`src/rtl/ft_alu_ctrl.sv`:
```
// ft_alu_ctrl: request/response controller for a dual-rail ALU. It retries when both rails report an error.
// Defining FT_ALU_CTRL_CROSSCHK_EN makes two clean rails that disagree count as a double error.
module ft_alu_ctrl #(
    parameter int unsigned MAX_RETRY = 2
) (
    input  logic       clk,
    input  logic       rst_n,
    input  logic       req_valid,
    output logic       req_ready,
    input  logic [2:0] req_a,
    input  logic [2:0] req_b,
    input  logic [1:0] req_op,
    output logic [2:0] alu_a,
    output logic [2:0] alu_b,
    output logic       alu_par,
    output logic [2:0] alu_c,
    input  logic [2:0] alu_x,
    input  logic [2:0] alu_y,
    input  logic       alu_xc,
    input  logic       alu_yc,
    input  logic [1:0] alu_xe,
    input  logic [1:0] alu_ye,
    output logic       rsp_valid,
    input  logic       rsp_ready,
    output logic [2:0] rsp_sum,
    output logic       rsp_carry,
    output logic [1:0] rsp_status,
    output logic [7:0] err_cnt
);
    typedef enum logic [1:0] {IDLE, DRIVE, SAMPLE, RESP} state_t;

    localparam logic [1:0] ST_X     = 2'b00;
    localparam logic [1:0] ST_Y     = 2'b01;
    localparam logic [1:0] ST_FATAL = 2'b10;
    localparam logic [1:0] ST_ILL   = 2'b11;

    state_t     r_state, w_state_nxt;
    logic       r_req_ready, w_req_ready_nxt;
    logic [2:0] r_alu_a, w_alu_a_nxt;
    logic [2:0] r_alu_b, w_alu_b_nxt;
    logic [2:0] r_alu_c, w_alu_c_nxt;
    logic       r_alu_par, w_alu_par_nxt;
    logic       r_rsp_valid, w_rsp_valid_nxt;
    logic [2:0] r_rsp_sum, w_rsp_sum_nxt;
    logic       r_rsp_carry, w_rsp_carry_nxt;
    logic [1:0] r_rsp_status, w_rsp_status_nxt;
    logic [7:0] r_err_cnt, w_err_cnt_nxt;
    logic [2:0] r_retry_cnt, w_retry_cnt_nxt;

    logic       w_accept;
    logic       w_x_ok;
    logic       w_y_ok;
    logic       w_clash;
    logic       w_x_take;
    logic       w_y_take;
    logic [7:0] w_err_inc;
    logic [2:0] w_op_c;

    assign w_accept  = r_req_ready & req_valid;
    assign w_x_ok    = alu_xe == 2'b10;
    assign w_y_ok    = alu_ye == 2'b10;
`ifdef FT_ALU_CTRL_CROSSCHK_EN
    assign w_clash   = w_x_ok & w_y_ok & ({alu_xc, alu_x} != {alu_yc, alu_y});
`else
    assign w_clash   = 1'b0;
`endif
    assign w_x_take  = w_x_ok & ~w_clash;
    assign w_y_take  = ~w_x_ok & w_y_ok;
    assign w_err_inc = (r_err_cnt == 8'hFF) ? r_err_cnt : r_err_cnt + 8'd1;
    assign w_op_c    = (req_op == 2'b00) ? 3'b001 : (req_op == 2'b01) ? 3'b010 : 3'b100;

    always_comb begin
        w_state_nxt      = r_state;
        w_alu_a_nxt      = r_alu_a;
        w_alu_b_nxt      = r_alu_b;
        w_alu_c_nxt      = r_alu_c;
        w_alu_par_nxt    = r_alu_par;
        w_rsp_valid_nxt  = r_rsp_valid;
        w_rsp_sum_nxt    = r_rsp_sum;
        w_rsp_carry_nxt  = r_rsp_carry;
        w_rsp_status_nxt = r_rsp_status;
        w_err_cnt_nxt    = r_err_cnt;
        w_retry_cnt_nxt  = r_retry_cnt;
        case (r_state)
            IDLE: begin
                if (w_accept && req_op == 2'b11) begin
                    w_state_nxt      = RESP;
                    w_rsp_valid_nxt  = 1'b1;
                    w_rsp_sum_nxt    = 3'b000;
                    w_rsp_carry_nxt  = 1'b0;
                    w_rsp_status_nxt = ST_ILL;
                end else if (w_accept) begin
                    w_state_nxt      = DRIVE;
                    w_alu_a_nxt      = req_a;
                    w_alu_b_nxt      = req_b;
                    w_alu_c_nxt      = w_op_c;
                    w_alu_par_nxt    = ~^{req_a, req_b};
                    w_retry_cnt_nxt  = 3'd0;
                end
            end
            DRIVE: w_state_nxt = SAMPLE;
            SAMPLE: begin
                if (w_x_take) begin
                    w_state_nxt      = RESP;
                    w_rsp_valid_nxt  = 1'b1;
                    w_rsp_sum_nxt    = alu_x;
                    w_rsp_carry_nxt  = alu_xc;
                    w_rsp_status_nxt = ST_X;
                end else if (w_y_take) begin
                    w_state_nxt      = RESP;
                    w_rsp_valid_nxt  = 1'b1;
                    w_rsp_sum_nxt    = alu_y;
                    w_rsp_carry_nxt  = alu_yc;
                    w_rsp_status_nxt = ST_Y;
                    w_err_cnt_nxt    = w_err_inc;
                end else if (r_retry_cnt < 3'(MAX_RETRY)) begin
                    w_state_nxt      = DRIVE;
                    w_retry_cnt_nxt  = r_retry_cnt + 3'd1;
                    w_err_cnt_nxt    = w_err_inc;
                end else begin
                    // Retries exhausted: report rail X as-is so the consumer sees what the ALU produced.
                    w_state_nxt      = RESP;
                    w_rsp_valid_nxt  = 1'b1;
                    w_rsp_sum_nxt    = alu_x;
                    w_rsp_carry_nxt  = alu_xc;
                    w_rsp_status_nxt = ST_FATAL;
                    w_err_cnt_nxt    = w_err_inc;
                end
            end
            RESP: begin
                if (rsp_ready) begin
                    w_state_nxt     = IDLE;
                    w_rsp_valid_nxt = 1'b0;
                end
            end
            default: w_state_nxt = IDLE;
        endcase
        w_req_ready_nxt = w_state_nxt == IDLE;
    end

    always_ff @(posedge clk or negedge rst_n) begin
        if (!rst_n) r_state <= IDLE;
        else        r_state <= w_state_nxt;
    end

    always_ff @(posedge clk or negedge rst_n) begin
        if (!rst_n) begin
            r_req_ready  <= 1'b0;
            r_alu_a      <= 3'b000;
            r_alu_b      <= 3'b000;
            r_alu_c      <= 3'b001;
            r_alu_par    <= 1'b1;
            r_rsp_valid  <= 1'b0;
            r_rsp_sum    <= 3'b000;
            r_rsp_carry  <= 1'b0;
            r_rsp_status <= 2'b00;
            r_err_cnt    <= 8'd0;
            r_retry_cnt  <= 3'd0;
        end else begin
            r_req_ready  <= w_req_ready_nxt;
            r_alu_a      <= w_alu_a_nxt;
            r_alu_b      <= w_alu_b_nxt;
            r_alu_c      <= w_alu_c_nxt;
            r_alu_par    <= w_alu_par_nxt;
            r_rsp_valid  <= w_rsp_valid_nxt;
            r_rsp_sum    <= w_rsp_sum_nxt;
            r_rsp_carry  <= w_rsp_carry_nxt;
            r_rsp_status <= w_rsp_status_nxt;
            r_err_cnt    <= w_err_cnt_nxt;
            r_retry_cnt  <= w_retry_cnt_nxt;
        end
    end

    assign req_ready  = r_req_ready;
    assign alu_a      = r_alu_a;
    assign alu_b      = r_alu_b;
    assign alu_c      = r_alu_c;
    assign alu_par    = r_alu_par;
    assign rsp_valid  = r_rsp_valid;
    assign rsp_sum    = r_rsp_sum;
    assign rsp_carry  = r_rsp_carry;
    assign rsp_status = r_rsp_status;
    assign err_cnt    = r_err_cnt;
endmodule
```
`config.mk`:
```
export PLATFORM = sky130hd
export DESIGN_NAME = ft_alu_ctrl
export DESIGN_NICKNAME = d
export VERILOG_FILES = /design/src/rtl/ft_alu_ctrl.sv
export SDC_FILE = /design/constraint.sdc
export NUM_CORES = 1
export LEC_CHECK = 0
export BUFFER_PORTS_ARGS = -buffer_cell sky130_fd_sc_hd__buf_2
export CAP_MARGIN = 20
export CELL_PAD_IN_SITES_DETAIL_PLACEMENT = 1
export CELL_PAD_IN_SITES_GLOBAL_PLACEMENT = 2
export CORE_MARGIN = 2
export CORE_UTILIZATION = 30
export CTS_BUF_LIST = sky130_fd_sc_hd__clkbuf_4 sky130_fd_sc_hd__clkbuf_8 sky130_fd_sc_hd__clkbuf_16
export DETAILED_ROUTE_END_ITERATION = 8
export GPL_ROUTABILITY_DRIVEN = 1
export PLACE_DENSITY_LB_ADDON = 0.1
export SYNTH_ARGS = -nofsm -noshare
export SYNTH_HDL_FRONTEND = slang
export SYNTH_SLANG_ARGS = --single-unit
```
`constraint.sdc`:
```
create_clock -name clk -period 1.95 [get_ports clk]
set_input_delay 0.39 -clock clk [delete_from_list [all_inputs] [get_ports clk]]
set_output_delay 0.39 -clock clk [all_outputs]
set_load 0.01 [all_outputs]
```
# --- Word level (Yosys, flattened, before mapping) ---
# Cells that the tools add are included.
classes:
  add_sub_neg: 2
  magnitude_cmp: 1
  n_eq_ne: 16
  muxes: 36
  n_bitwise: 5
  reduce_logical: 12
ops:
  columns: ["cell", "n"]
  rows:
  - ["$mux W3", 11]
  - ["$mux W2", 10]
  - ["$ne A2 B2 Y1 const B", 7]
  - ["$pmux W3 S2", 2]
  - ["$eq A2 B2 Y1 const B", 5]
  - ["$mux W1", 9]
  - ["$reduce_and A3 Y1", 3]
  - ["$add A8 B1 Y8 const B", 1]
  - ["$eq A8 B8 Y1 const B", 1]
  - ["$pmux W2 S4", 1]
  - ["$logic_not A2 Y1", 3]
  - ["$reduce_and A6 Y1", 1]
  - ["$reduce_xnor A6 Y1", 1]
  - ["$eq A2 B1 Y1 const B", 2]
  - ["$ne A4 B4 Y1 const B", 1]
  - ["$pmux W2 S2", 1]
  - ["$reduce_and A4 Y1", 1]
  - ["$add A3 B1 Y3 const B", 1]
  - ["$lt A3 B2 Y1 const B", 1]
  - ["$not A1 Y1", 3]
  - ["$pmux W1 S3", 1]
  - ["$reduce_bool A3 Y1", 1]
  - ["$and A1 B1 Y1", 2]
  - ["$pmux W1 S2", 1]
  - ["other kinds (2)", 2]
word_totals:
  ff_bits: 31
  in_bits: 24

# --- Logic depth before layout (Yosys ltp) ---
logic_depth:
  depth_word: 7
  ltp_mapped: 6
  mapped_depth_nobuf: 5

# --- Least setup slack after synthesis ---
# OpenSTA, ideal clock, no wires.
synth_timing:
  path_kind: "reg2reg"
  start: "register r_err_cnt[2], in the netlist err_cnt[2]"
  end: "register r_err_cnt[1], in the netlist err_cnt[1]"
  setup_ns: 0.125
  t_arrival_ns: 1.322
  t_required_ns: 1.825
  setup_slack_ns: 0.503
  path_stages_with_launch: 4
  n_path_buf: 0
  period_less_slack_ns: 1.447
  path_cell_list: "dfrtp_1 -> nand4_1 -> o211ai_2 -> mux2_2"
synth_between:
  elab_chain_cells: 3
synth_rtl:
  columns: ["item", "line_no", "rtl"]
  rows:
  - ["start: declaration", "47", "logic [7:0] r_err_cnt, w_err_cnt_nxt;"]
  - ["start signal: assignment", "169", "r_err_cnt <= w_err_cnt_nxt;"]
  - ["$eq A8 B8 Y1", "69", "assign w_err_inc = (r_err_cnt == 8'hFF) ? r_err_cnt : r_err_cnt + 8'd1;"]
  - ["$not A1 Y1 (no source line)", null, null]
  - ["$reduce_and A3 Y1 (no source line)", null, null]
# No other way between the ends.
# A chain may end at the register's enable or synchronous reset.

# --- Worst setup path after layout ---
layout_timing:
  start: "register r_state[1]"
  end: "register r_rsp_sum[1], in the netlist rsp_sum[1]"
layout_between:
  elab_chain_cells: 3
  elab_cells_between_ends: 7
layout_rtl:
  columns: ["item", "line_no", "rtl"]
  rows:
  - ["start: declaration", "37", "state_t r_state, w_state_nxt;"]
  - ["start signal: assignment", "143", "else r_state <= w_state_nxt;"]
  - ["$eq A2 B2 Y1 or $logic_not A2 Y1 (tied branches)", "84", "case (r_state)"]
  - ["$ne A4 B4 Y1 (no source line), or another cell as far along", null, null]
  - ["$reduce_and A3 Y1 (no source line)", null, null]
  - ["end signal: assignment", "166", "r_rsp_sum <= w_rsp_sum_nxt;"]
  - ["end: declaration", "44", "logic [2:0] r_rsp_sum, w_rsp_sum_nxt;"]
# Parallel ways exist; a longest one is shown, timed or not.

==> impl_metrics.env <==
export IMPL_synth_fp_nets=166
export IMPL_hp_class="in2async"
export IMPL_cts_setup_buffers=0
export IMPL_drtIter0Drc=25
export IMPL_vdd_drop_max_mv=0.6183
export IMPL_r2r_cells=4
export IMPL_synth_area_leaders="dfrtp_1 (49%), nand2_1 (7.2%), xnor2_1 (4.2%)"
export IMPL_yosys_top_cells_count="dfrtp_1 (29), nand2_1 (28), nor2_1 (15)"
export IMPL_cts_made_buffers=5
export IMPL_slew_headroom=0.5092
export IMPL_clkLatencyLatePin_ns=0.28
export IMPL_drc=0
export IMPL_start_util=0.3110
export IMPL_fin_util=0.4013
export IMPL_total_power_mw=2.853
export IMPL_area_growth_pct=29.05
export IMPL_p_per_area_nw_per_um2=1505
export IMPL_startpoint_type="flop"
export IMPL_crit_type="reg2reg"
export IMPL_die_x_um=73.98
export IMPL_row_count=25
export IMPL_arrival_ns=1.73
export IMPL_worstMarginPinSlew_ns=0.7362
export IMPL_synth_simple_area_share=0.2317
export IMPL_min_period_ns=1.571
export IMPL_nets=221
export IMPL_synth_compound_area_frac=0.1133
export IMPL_r2r_start="r_state[1]"
export IMPL_clkTransAtPathRegs_ns=0.07
export IMPL_clock_sinks=31
export IMPL_diodes=0
export IMPL_fmax_ghz=0.6366
export IMPL_synth_distinct_cells=35
export IMPL_gp_congestion=0.7068
export IMPL_synth_most_common_cell="dfrtp_1"
export IMPL_outcome="completed"
export IMPL_seq_area_frac_synth=0.5298
export IMPL_syn_cell_area_um2=1469
export IMPL_p_leak_nw=0.9479
export IMPL_clk_path_buf_depth=2
export IMPL_cp_required_ns=2.11
export IMPL_antenna_found_initial=0
export IMPL_startpoint="r_state[1]"
export IMPL_firstDrtPassIters=2
export IMPL_synth_warnings=0
export IMPL_ff2ff_setup_slack_ns=0.38
export IMPL_slew_viol_final=0
export IMPL_synth_top_family_by_area="simple AND/OR/NAND/NOR gates"
export IMPL_place_ws_ns=0.3310
export IMPL_synth_xor_area_frac=0.07155
export IMPL_root_buffer="clkbuf_8"
export IMPL_dp_hpwl_mm=2.649
export IMPL_finalHoldViolCount=0
export IMPL_die_y_um=73.98
export IMPL_grt_max_degree=32
export IMPL_postRouteAntennaNets=0
export IMPL_drv_cap=0
export IMPL_core_um2=4723
export IMPL_rsz0062_at_grt="no"
export IMPL_muxShareOfSynthArea=0.01448
export IMPL_yosys_area_share_adder=0.01704
export IMPL_worst_slack_ns=0.3791
export IMPL_synthFlopType="dfrtp_1"
export IMPL_fin_tns_setup_ns=0
export IMPL_grt_use_total=0.1410
export IMPL_drive_gt1_frac=0.3622
export IMPL_min_period_over_period=0.8056
export IMPL_holdWs_ns=0.1681
export IMPL_vias_per_cell=4.612
export IMPL_finClkSkew_ns=0.003967
export IMPL_routed_wl_mm=3.537
export IMPL_hold_buffers=0
export IMPL_synth_top_cell_area_share=0.4940
export IMPL_grt_pass1_wl_mm=5.858
export IMPL_portBuffers=49
export IMPL_synth_seq_cells=31
export IMPL_synthArstFlopShare=1.000
export IMPL_ios=50
export IMPL_final_setup_viol_count=0
export IMPL_synth_edf_count=0
export IMPL_dieArea_um2=5472
export IMPL_avgSynthCellArea_um2=10.49
export IMPL_routedWlPerCell_um=13.45
export IMPL_cts_tree="built"
export IMPL_cts_resized=0
export IMPL_grt_overflow=0
export IMPL_cp_end_kind="flop"
export IMPL_h_tree_depth=2
export IMPL_cp_max_fo=9
export IMPL_vias=1213
export IMPL_postSynthCellCount=140
export IMPL_grt_pass1_vias=1255
export IMPL_yosysTopAreaCell="dfrtp_1"
sequential cells by signal (all words and copies together), names as in the netlist:
signal / cells
alu_a: 3
rsp_valid: 1
alu_par: 1
alu_b: 3
rsp_carry: 1
alu_c: 3
err_cnt: 8
rsp_sum: 3
r_state: 2
req_ready: 1
r_retry_cnt: 3
rsp_status: 2
per-stage QoR:
stage / instances / area [um2]
3_3_place_gp: 255 / 1792
3_5_place_dp: 255 / 1792
5_1_grt: 263 / 1896
4_1_cts: 263 / 1896
2_1_floorplan: 140 / 1469
6_report: 263 / 1896
layer usage:
layer  routed length, um  part of all wire  global-route usage
met1                1509              0.43              0.1704
met2                1861              0.53              0.2411
met3                 149             0.042             0.04472
met4                  17            0.0048             0.04242
met5                   0                 0                   0
layout make-up:
type	count	area (um2)
Sequential cell	31	778.2
Multi-Input combinational cell	103	658.1
Timing Repair Buffer	51	260.3
Clock buffer	8	103.9
Fill cell	560	2828
Tap cell	67	83.83
Inverter	3	11.26
worst max-delay path, cell delays in order, from the launching register on:
cell       delay [ns]
dfrtp_1          0.49
nand4bb_4        0.33
nor2_4           0.19
nor2_2           0.08
a221o_1          0.37
power breakdown:
| part | leakage, nW | internal [mW] | switching, mW |
|---|---|---|---|
| clock | 0.0549 | 0.336 | 0.232 |
| sequential | 0.377 | 0.936 | 0.254 |
| combinational | 0.516 | 0.523 | 0.571 |
| total | 0.948 | 1.80 | 1.06 |
path summary, 6_finish.rpt:
kind	end
hold reg to reg	alu_par
setup / recovery	rsp_sum[1]
max in group asynchronous	req_ready
setup reg to reg	rsp_sum[1]
hold / removal	err_cnt[1]
min in group clk	alu_c[0]
cell families (layout without fill, tap and decap cells):
group | Yosys count | count (layout)
adders and majority gates | 2 | 2
muxes | 2 | 2
AOI/OAI and AO/OA | 21 | 21
DFF | 31 | 31
and+or+nand+nor | 66 | 66
xor gates and xnor gates | 12 | 12
buffers and inverters | 6 | 62
placed cells by master (no fill, tap or decap), types with 3 or more instances in the layout:
| master | n |
|---|---|
| a21oi_1 | 3 |
| a221o_1 | 4 |
| a31oi_1 | 4 |
| and3_1 | 5 |
| buf_2 | 49 |
| clkbuf_8 | 7 |
| dfrtp_1 | 29 |
| inv_1 | 3 |
| nand2_1 | 28 |
| nand2b_1 | 4 |
| nor2_1 | 15 |
| nor3_1 | 4 |
| xnor2_1 | 7 |
| xor2_1 | 5 |
Note: power is estimated with default switching activity, not from simulation.
